--- src/rtl/arith_pkg.sv ---
// Shared arithmetic-cell definitions: controller state encoding and default operand width.
package arith_pkg;

    localparam int unsigned DEFAULT_WIDTH = 8;

    typedef enum logic [1:0] {
        S_IDLE = 2'd0,
        S_RUN  = 2'd1,
        S_DONE = 2'd2
    } state_e;

endpackage

--- src/rtl/full_subtractor.sv ---
// One-bit full subtractor: d = x - y - b_in, with borrow out.
module full_subtractor (
    input  logic x,
    input  logic y,
    input  logic b_in,
    output logic d,
    output logic b_out
);

    assign d     = x ^ y ^ b_in;
    assign b_out = (~x & y) | (~(x ^ y) & b_in);

endmodule

--- src/rtl/serial_subtractor.sv ---
// Bit-serial unsigned subtractor (a - b), LSB first, behind a start/busy/done handshake.
module serial_subtractor
    import arith_pkg::*;
#(
    parameter int unsigned WIDTH = DEFAULT_WIDTH
) (
    input  logic             clk,
    input  logic             reset,
    input  logic             start,
    input  logic [WIDTH-1:0] a,
    input  logic [WIDTH-1:0] b,
    output logic             busy,
    output logic             done,
    output logic [WIDTH-1:0] diff,
    output logic             borrow_out,
    output logic             d_bit,
    output logic             d_valid
);

    localparam int unsigned CNT_W = $clog2(WIDTH + 1);
    localparam logic [CNT_W-1:0] LAST_BIT = CNT_W'(WIDTH - 1);

    state_e           r_state;
    state_e           w_state_nxt;

    logic [WIDTH-1:0] r_sa;
    logic [WIDTH-1:0] r_sb;
    logic [WIDTH-1:0] r_diff;
    logic             r_borrow;
    logic [CNT_W-1:0] r_cnt;
    logic             r_busy;
    logic             r_done;
    logic             r_borrow_out;
    logic             r_d_bit;
    logic             r_d_valid;

    logic [WIDTH-1:0] w_sa_nxt;
    logic [WIDTH-1:0] w_sb_nxt;
    logic [WIDTH-1:0] w_diff_nxt;
    logic             w_borrow_nxt;
    logic [CNT_W-1:0] w_cnt_nxt;
    logic             w_busy_nxt;
    logic             w_done_nxt;
    logic             w_borrow_out_nxt;
    logic             w_d_bit_nxt;
    logic             w_d_valid_nxt;

    logic             w_d;
    logic             w_bo;
    logic             w_last;

    full_subtractor u_fs (
        .x     (r_sa[0]),
        .y     (r_sb[0]),
        .b_in  (r_borrow),
        .d     (w_d),
        .b_out (w_bo)
    );

    assign w_last = (r_cnt == LAST_BIT);

    always_ff @(posedge clk) begin
        if (reset) begin
            r_state <= S_IDLE;
        end else begin
            r_state <= w_state_nxt;
        end
    end

    always_comb begin
        w_state_nxt = r_state;
        case (r_state)
            S_IDLE:  if (start) w_state_nxt = S_RUN;
            S_RUN:   if (w_last) w_state_nxt = S_DONE;
            S_DONE:  w_state_nxt = S_IDLE;
            default: w_state_nxt = S_IDLE;
        endcase
    end

    // Next values for the datapath and registered outputs; done is a single-cycle pulse.
    always_comb begin
        w_sa_nxt         = r_sa;
        w_sb_nxt         = r_sb;
        w_diff_nxt       = r_diff;
        w_borrow_nxt     = r_borrow;
        w_cnt_nxt        = r_cnt;
        w_busy_nxt       = r_busy;
        w_done_nxt       = 1'b0;
        w_borrow_out_nxt = r_borrow_out;
        w_d_bit_nxt      = r_d_bit;
        w_d_valid_nxt    = r_d_valid;
        case (r_state)
            S_IDLE: begin
                if (start) begin
                    w_sa_nxt     = a;
                    w_sb_nxt     = b;
                    w_borrow_nxt = 1'b0;
                    w_cnt_nxt    = '0;
                    w_busy_nxt   = 1'b1;
                end
            end
            S_RUN: begin
                w_diff_nxt    = {w_d, r_diff[WIDTH-1:1]};
                w_sa_nxt      = r_sa >> 1;
                w_sb_nxt      = r_sb >> 1;
                w_borrow_nxt  = w_bo;
                w_cnt_nxt     = r_cnt + CNT_W'(1);
                w_d_bit_nxt   = w_d;
                w_d_valid_nxt = 1'b1;
                if (w_last) begin
                    w_busy_nxt       = 1'b0;
                    w_done_nxt       = 1'b1;
                    w_borrow_out_nxt = w_bo;
                end
            end
            S_DONE: begin
                w_d_valid_nxt = 1'b0;
            end
            default: begin
                w_busy_nxt    = 1'b0;
                w_d_valid_nxt = 1'b0;
            end
        endcase
    end

    always_ff @(posedge clk) begin
        if (reset) begin
            r_sa         <= '0;
            r_sb         <= '0;
            r_diff       <= '0;
            r_borrow     <= 1'b0;
            r_cnt        <= '0;
            r_busy       <= 1'b0;
            r_done       <= 1'b0;
            r_borrow_out <= 1'b0;
            r_d_bit      <= 1'b0;
            r_d_valid    <= 1'b0;
        end else begin
            r_sa         <= w_sa_nxt;
            r_sb         <= w_sb_nxt;
            r_diff       <= w_diff_nxt;
            r_borrow     <= w_borrow_nxt;
            r_cnt        <= w_cnt_nxt;
            r_busy       <= w_busy_nxt;
            r_done       <= w_done_nxt;
            r_borrow_out <= w_borrow_out_nxt;
            r_d_bit      <= w_d_bit_nxt;
            r_d_valid    <= w_d_valid_nxt;
        end
    end

    assign busy       = r_busy;
    assign done       = r_done;
    assign diff       = r_diff;
    assign borrow_out = r_borrow_out;
    assign d_bit      = r_d_bit;
    assign d_valid    = r_d_valid;

endmodule
--- config.mk ---
export PLATFORM = sky130hd
export DESIGN_NAME = serial_subtractor
export DESIGN_NICKNAME = d
export VERILOG_FILES = /design/src/rtl/arith_pkg.sv /design/src/rtl/full_subtractor.sv /design/src/rtl/serial_subtractor.sv
export SDC_FILE = /design/constraint.sdc
export NUM_CORES = 1
export LEC_CHECK = 0
export CORE_MARGIN = 5
export CORE_UTILIZATION = 49
export DETAILED_ROUTE_END_ITERATION = 16
export GPL_TIMING_DRIVEN = 0
export PLACE_DENSITY = 0.78
export REMOVE_ABC_BUFFERS = 1
export SLEW_MARGIN = 30
export SYNTH_ARGS = -nofsm -noshare
export SYNTH_HDL_FRONTEND = slang
export SYNTH_SLANG_ARGS = --single-unit
--- constraint.sdc ---
create_clock -name clk -period 1.7 [get_ports clk]
set_clock_uncertainty 0.1 [all_clocks]
set_input_delay 0.425 -clock clk [delete_from_list [all_inputs] [get_ports clk]]
set_output_delay 0.425 -clock clk [all_outputs]
set_load 0.02 [all_outputs]
==> out/qor.yml, run 1 <==
sta:
  period_needed_ns: 1.598
  rsz0062_at_grt: "no"
  hold_viol: 0
  setup-tns-final_ns: 0
  maxSlewHeadroom_pct: 61.62
  max_clock_freq_ghz: 0.6257
  final-setup-viol-count: 0
  slew_viol_final: 0
  hold_slack_ns: 0.3639
  worst_slack_ns: 0.1017
  fin_crit_sh_pct: 94.02
  worst_slew_pin_slew_ns: 0.5757
global_route:
  grt_pass1_wl_microns: 5223
  antenna_found_initial: 0
  grt_pass1_vias: 1182
  grt_util_all_layers_pct: 15.99
  grt_start_max_net_pins: 36
  grt_overflow: 0
cells_and_area:
  fin_area_sq_mm: 0.001779
  regArea_sq_um: 701.9
  multi_input_area_sq_um: 663.1
  fill_cells: 265
  utilization_pct: 63.43
  nNetsFinal: 210
  layout-drive-gt1-share_pct: 7.368
  antennaDiodeCount: 0
  areaGrowthSynthToFinish_pct: 21.54
job:
  cap_violations: 0
setup_path:
  crit_buf_inv: 1
  worstSetupStartpointType: "register"
  critPathKind: "register to output port"
  crit_path_max_fanout: 3
  crit_path_max_incr_delay_ns: 0.38
  critPathTopFamily: "flip-flops"
  worstPathRequired_ns: 1.17
  crit_chain: "dlygate4sd2_1"
  critPathCaptureType: "output port"
  arrival_ns: 1.07
  slowest_stage: "dfxtp_1"
clock_tree:
  cts_buffers: 5
  cts_buffer_depth: 2
  clkTransAtPathRegs_ns: 0.11
  cts-root-buf: "clkbuf_4"
  cts_sinks: 35
  holdBufCountCts: 0
  clock_latency_ns: 0.33
  cts_tree: "built"
  htree_levels: 2
logic_synthesis:
  syn-cell-area_sq_mm: 0.001464
  ys_types: 33
  synth_adder_area_share_pct: 2.222
  synth_xor_area_share_pct: 0
  synth-seq-cells: 35
  synth_top_flop_cell: "dfxtp_1"
  synth_edf_count: 0
  synthCells: 166
  yosysSeqAreaShare_pct: 47.86
  synth-simple-area-share_pct: 17.61
  syn_avg_cell_area_sq_um: 8.819
  synthMuxAreaShare_pct: 0.6838
  yosysWarnings: 0
  async_flop_share_pct: 0
  synth-compound-area-share_pct: 24.10
  synth_top_family_by_area: "compound AO/OA/AOI/OAI gates"
hold_path:
  hp-class: "register to register"
route:
  final_antenna_net_count: 0
  dr.pass1.iters: 4
  route.met3.wl_microns: 166
  routed_wl_microns: 3145
  via_count: 1244
  drc: 0
  wl_met1_microns: 1439
  routed.top_layer: "met4"
  wl_met2_microns: 1507
  vias_per_cell: 5.629
  post_drt_wl_per_cell_microns: 14.23
  drtIter0Drc: 57
placement:
  dp_hpwl_microns: 2164
  port_buffers: 31
  place.gp.congestion: 0.7511
  place_area_sq_mm: 0.001713
  dp_slack_ns: -0.3293
power_and_ir_drop:
  p_leak_nw: 0.7097
  peakVddDrop_mv: 0.5449
  power.density_mw_per_mm2: 911.4
floorplanning:
  die_y_microns: 64.66
  ios: 32
  core_area_sq_mm: 0.002805
  die_w_microns: 64.66
  dieArea_sq_mm: 0.004181
  rows: 19
  initial_core_util_pct: 52.19
status:
  status: "finished clean"
==> sequential cells by signal (all words and copies together) (netlist names), 2 cells and up <==
signal and cells:
r_cnt 4, diff 7, r_sa 8, r_state 2, r_sb 8
==> per-stage QoR <==
step / total power (W) / std cells
floorplan: 0.001025 / 151
global placement: 0.001121 / 213
detailed placement: 0.001128 / 213
CTS: 0.001622 / 221
global route: 0.001699 / 221
finish: 0.001622 / 221
==> cell usage after synthesis (2+ instances only) <==
library cell	count	area [sq um]
a211oi_1	13	97.59
a21oi_1	10	50.05
a22oi_1	3	22.52
buf_2	4	20.02
buf_4	3	22.52
buf_6	3	33.78
clkbuf_1	5	18.77
dfxtp_1	35	700.7
inv_1	4	15.01
nand2_1	21	78.83
nand3_1	2	10.01
nor2_1	29	108.9
nor3_1	2	10.01
o22ai_1	8	50.05
o2bb2ai_1	6	52.55
==> worst paths after layout <==
path | from | to | slack, ns | cells after the start
max | diff[4]$_SDFFE_PP0P_ | diff[4] | 0.10 | 1
min | diff[0]$_SDFFE_PP0P_ | diff[0]$_SDFFE_PP0P_ | 0.36 | 2
max reg2reg | r_state[0]$_SDFFE_PP0P_ | borrow_out$_SDFFE_PP0P_ | 0.15 | 3
min reg2reg | diff[0]$_SDFFE_PP0P_ | diff[0]$_SDFFE_PP0P_ | 0.36 | 2
==> cells by family (layout without fill, tap and decap cells) <==
family                     Yosys count  count (layout)
DFF                                 35              35
adders and majority gates            2               2
buffers and inverters               19              43
and+or+nand+nor                     60              60
muxes                                1               1
AOI/OAI and AO/OA                   49              49
==> cells in the final DEF, fill, tap and decap left out, types with 2 or more instances in the layout <==
| master | count |
|---|---|
| a211oi_1 | 13 |
| inv_1 | 4 |
| o2bb2ai_1 | 6 |
| nor2_1 | 29 |
| a21oi_1 | 10 |
| clkbuf_4 | 5 |
| nand2_1 | 21 |
| nor3_1 | 2 |
| a22oi_1 | 3 |
| dfxtp_1 | 34 |
| clkdlybuf4s50_1 | 16 |
| o22ai_1 | 8 |
| nand3_1 | 2 |
| clkbuf_8 | 2 |
| dlygate4sd2_1 | 13 |
==> layout make-up <==
cell class              instances  share of cell area, %
flip-flops and latches         35                  39.45
multi-input cells             112                  37.27
repair buffers                 31                  16.39
clock buffers                   8                  3.868
well taps                      31                  2.180
inverters                       4                 0.8439
==> what timing repair did <==
item	CTS	global route
endpoints found under the hold margin	0	0
cloned	0	0
setup buffers	0	0
endpoints found under the setup margin	28	13
gates resized for setup	14	4
==> metal layers <==
metal  up-vias  GRT usage (%)
met5         -              0
met4         0          5.541
met3         4          5.527
met2        28          25.52
met1       583          20.15
li1        629              -
==> power breakdown <==
part           internal [W]  switching (W)
Clock              0.000243       0.000272
Combinational      0.000102       0.000106
Sequential         0.000865      0.0000340
Total               0.00121       0.000412
No activity file was read; power rests on OpenSTA's default activity.
==> run 2: changes to the inputs <==
==> constraint.sdc (replaced) <==
create_clock -name clk -period 1.7 [get_ports clk]
set_clock_uncertainty 0.1 [all_clocks]
set_input_delay 0.425 -clock clk [delete_from_list [all_inputs] [get_ports clk]]
set_output_delay 0.425 -clock clk [all_outputs]
set_load 0.1 [all_outputs]
==> out/qor.yml, run 2 (synthesis gave the netlist of run 1 again) <==
global_route:
  antenna_found_initial: 0
  grt_pass1_wl_microns: 5319
  grt_overflow: 0
  grt_util_all_layers_pct: 16.24
  grt_pass1_vias: 1199
  grt_start_max_net_pins: 36
cells_and_area:
  nNetsFinal: 210
  most-common-layout-cells: "dfxtp_1 (34), nor2_1 (29), nand2_1 (21)"
  areaGrowthSynthToFinish_pct: 19.23
  fin_area_sq_mm: 0.001745
  antennaDiodeCount: 0
  layout-drive-gt1-share_pct: 14.21
  layout_commonest_cell: "dfxtp_1"
  utilization_pct: 62.22
  fill_cells: 273
  stdcell_count: 221
power_and_ir_drop:
  peakVddDrop_mv: 0.5456
  power.density_mw_per_mm2: 956.7
  p_leak_nw: 0.6732
setup_path:
  crit_chain: "buf_2"
  r2r-end: "borrow_out$_SDFFE_PP0P_"
  reg2reg_slack_ns: 0.16
  crit_path_max_fanout: 2
  reg2reg_depth: 3
  worstSetupStartpointType: "register"
  critPathTopFamily: "buffers and inverters"
  crit_path_max_incr_delay_ns: 0.43
  worstPathRequired_ns: 1.17
  arrival_ns: 1.13
  critPathCaptureType: "output port"
  slowest_stage: "buf_2"
  critPathKind: "register to output port"
  r2r_start: "r_state[0]$_SDFFE_PP0P_"
  crit_buf_inv: 1
sta:
  max_clock_freq_ghz: 0.6053
  final-setup-viol-count: 0
  period_needed_ns: 1.652
  setup-tns-final_ns: 0
  rsz0062_at_grt: "no"
  fin_crit_sh_pct: 97.18
  maxSlewHeadroom_pct: 61.22
  worst_slew_pin_slew_ns: 0.5817
  worst_slack_ns: 0.04796
  slew_viol_final: 0
  hold_viol: 0
floorplanning:
  initial_core_util_pct: 52.19
  ios: 32
  core_area_sq_mm: 0.002805
  rows: 19
  die_w_microns: 64.66
  die_y_microns: 64.66
  dieArea_sq_mm: 0.004181
hold_path:
  whs_path_depth: 2
  holdPathEnd: "diff[0]$_SDFFE_PP0P_"
  hp-class: "register to register"
  min_from: "diff[0]$_SDFFE_PP0P_"
status:
  status: "finished clean"
clock_tree:
  cts_buffer_depth: 2
  cts_tree: "built"
  cts_resized: 66
  clkTransAtPathRegs_ns: 0.10
  cts-root-buf: "clkbuf_4"
  cts_sinks: 35
  holdBufCountCts: 0
  post_cts_buffers: 0
  clock_latency_ns: 0.33
  cts_buffers: 5
  htree_levels: 2
placement:
  dp_hpwl_microns: 2164
  port_buffers: 31
  place_area_sq_mm: 0.001713
  place.gp.congestion: 0.7511
  dp.cells: 213
  dp_slack_ns: -0.3293
route:
  drtIter0Drc: 56
  vias_per_cell: 5.624
  post_drt_wl_per_cell_microns: 14.16
  routed_wl_microns: 3129
  drc: 0
  final_antenna_net_count: 0
  dr.pass1.iters: 4
  via_count: 1243
job:
  cap_violations: 0
-- run 2: cell types whose count changed in the layout (fill, tap and decap cells not counted) --
cell	before	now
dlygate4sd2_1	13	0
buf_2	1	8
clkbuf_4	5	11
-- run 2: final cells by class --
| cell class | count | area (sq um) | area share, % |
|---|---|---|---|
| clock buffer | 8 | 68.82 | 3.943 |
| multi-input combinational | 112 | 663.1 | 37.99 |
| sequential | 35 | 701.9 | 40.22 |
| tap | 31 | 38.79 | 2.222 |
| inverter | 4 | 15.01 | 0.8602 |
| timing repair buffer | 31 | 257.7 | 14.77 |
-- run 2: worst max path at each step --
stage / from / end / slack [ns] / cells past startpoint
after floorplan: d_bit$_SDFFE_PP0P_ / d_bit / -0.41 / 0
after global placement: reset / r_state[0]$_SDFFE_PP0P_ / -0.54 / 2
after detailed placement: start / r_sa[0]$_SDFFE_PP0P_ / -0.33 / 4
after CTS: diff[4]$_SDFFE_PP0P_ / diff[4] / 0.006 / 1
after global routing: diff[1]$_SDFFE_PP0P_ / diff[1] / 0.005 / 1
final: borrow_out$_SDFFE_PP0P_ / borrow_out / 0.05 / 1
-- run 2: per-layer routing --
layer  vias to the layer above  GRT usage, %  wire length [microns]
met2                        30         25.52                   1542
li1                        630             -                      -
met5                         -             0                      0
met4                         0         5.541                     31
met3                         4         6.390                    191
met1                       579         20.36                   1363
-- run 2: metrics by stage --
step                power (W)  hold slack [ns]
floorplan            0.001078           0.3528
global placement     0.001172           0.3426
detailed placement   0.001180           0.3536
CTS                  0.001673           0.3655
global route         0.001751           0.3915
finish               0.001670           0.3634
-- run 2: where the power goes --
| part | switching, W | internal (W) | leakage, nW | total, W |
|---|---|---|---|---|
| registers | 0.0000337 | 0.000865 | 0.287 | 0.000898 |
| logic | 0.000158 | 0.000102 | 0.347 | 0.000260 |
| clock network | 0.000269 | 0.000243 | 0.0386 | 0.000512 |
| total | 0.000460 | 0.00121 | 0.673 | 0.00167 |
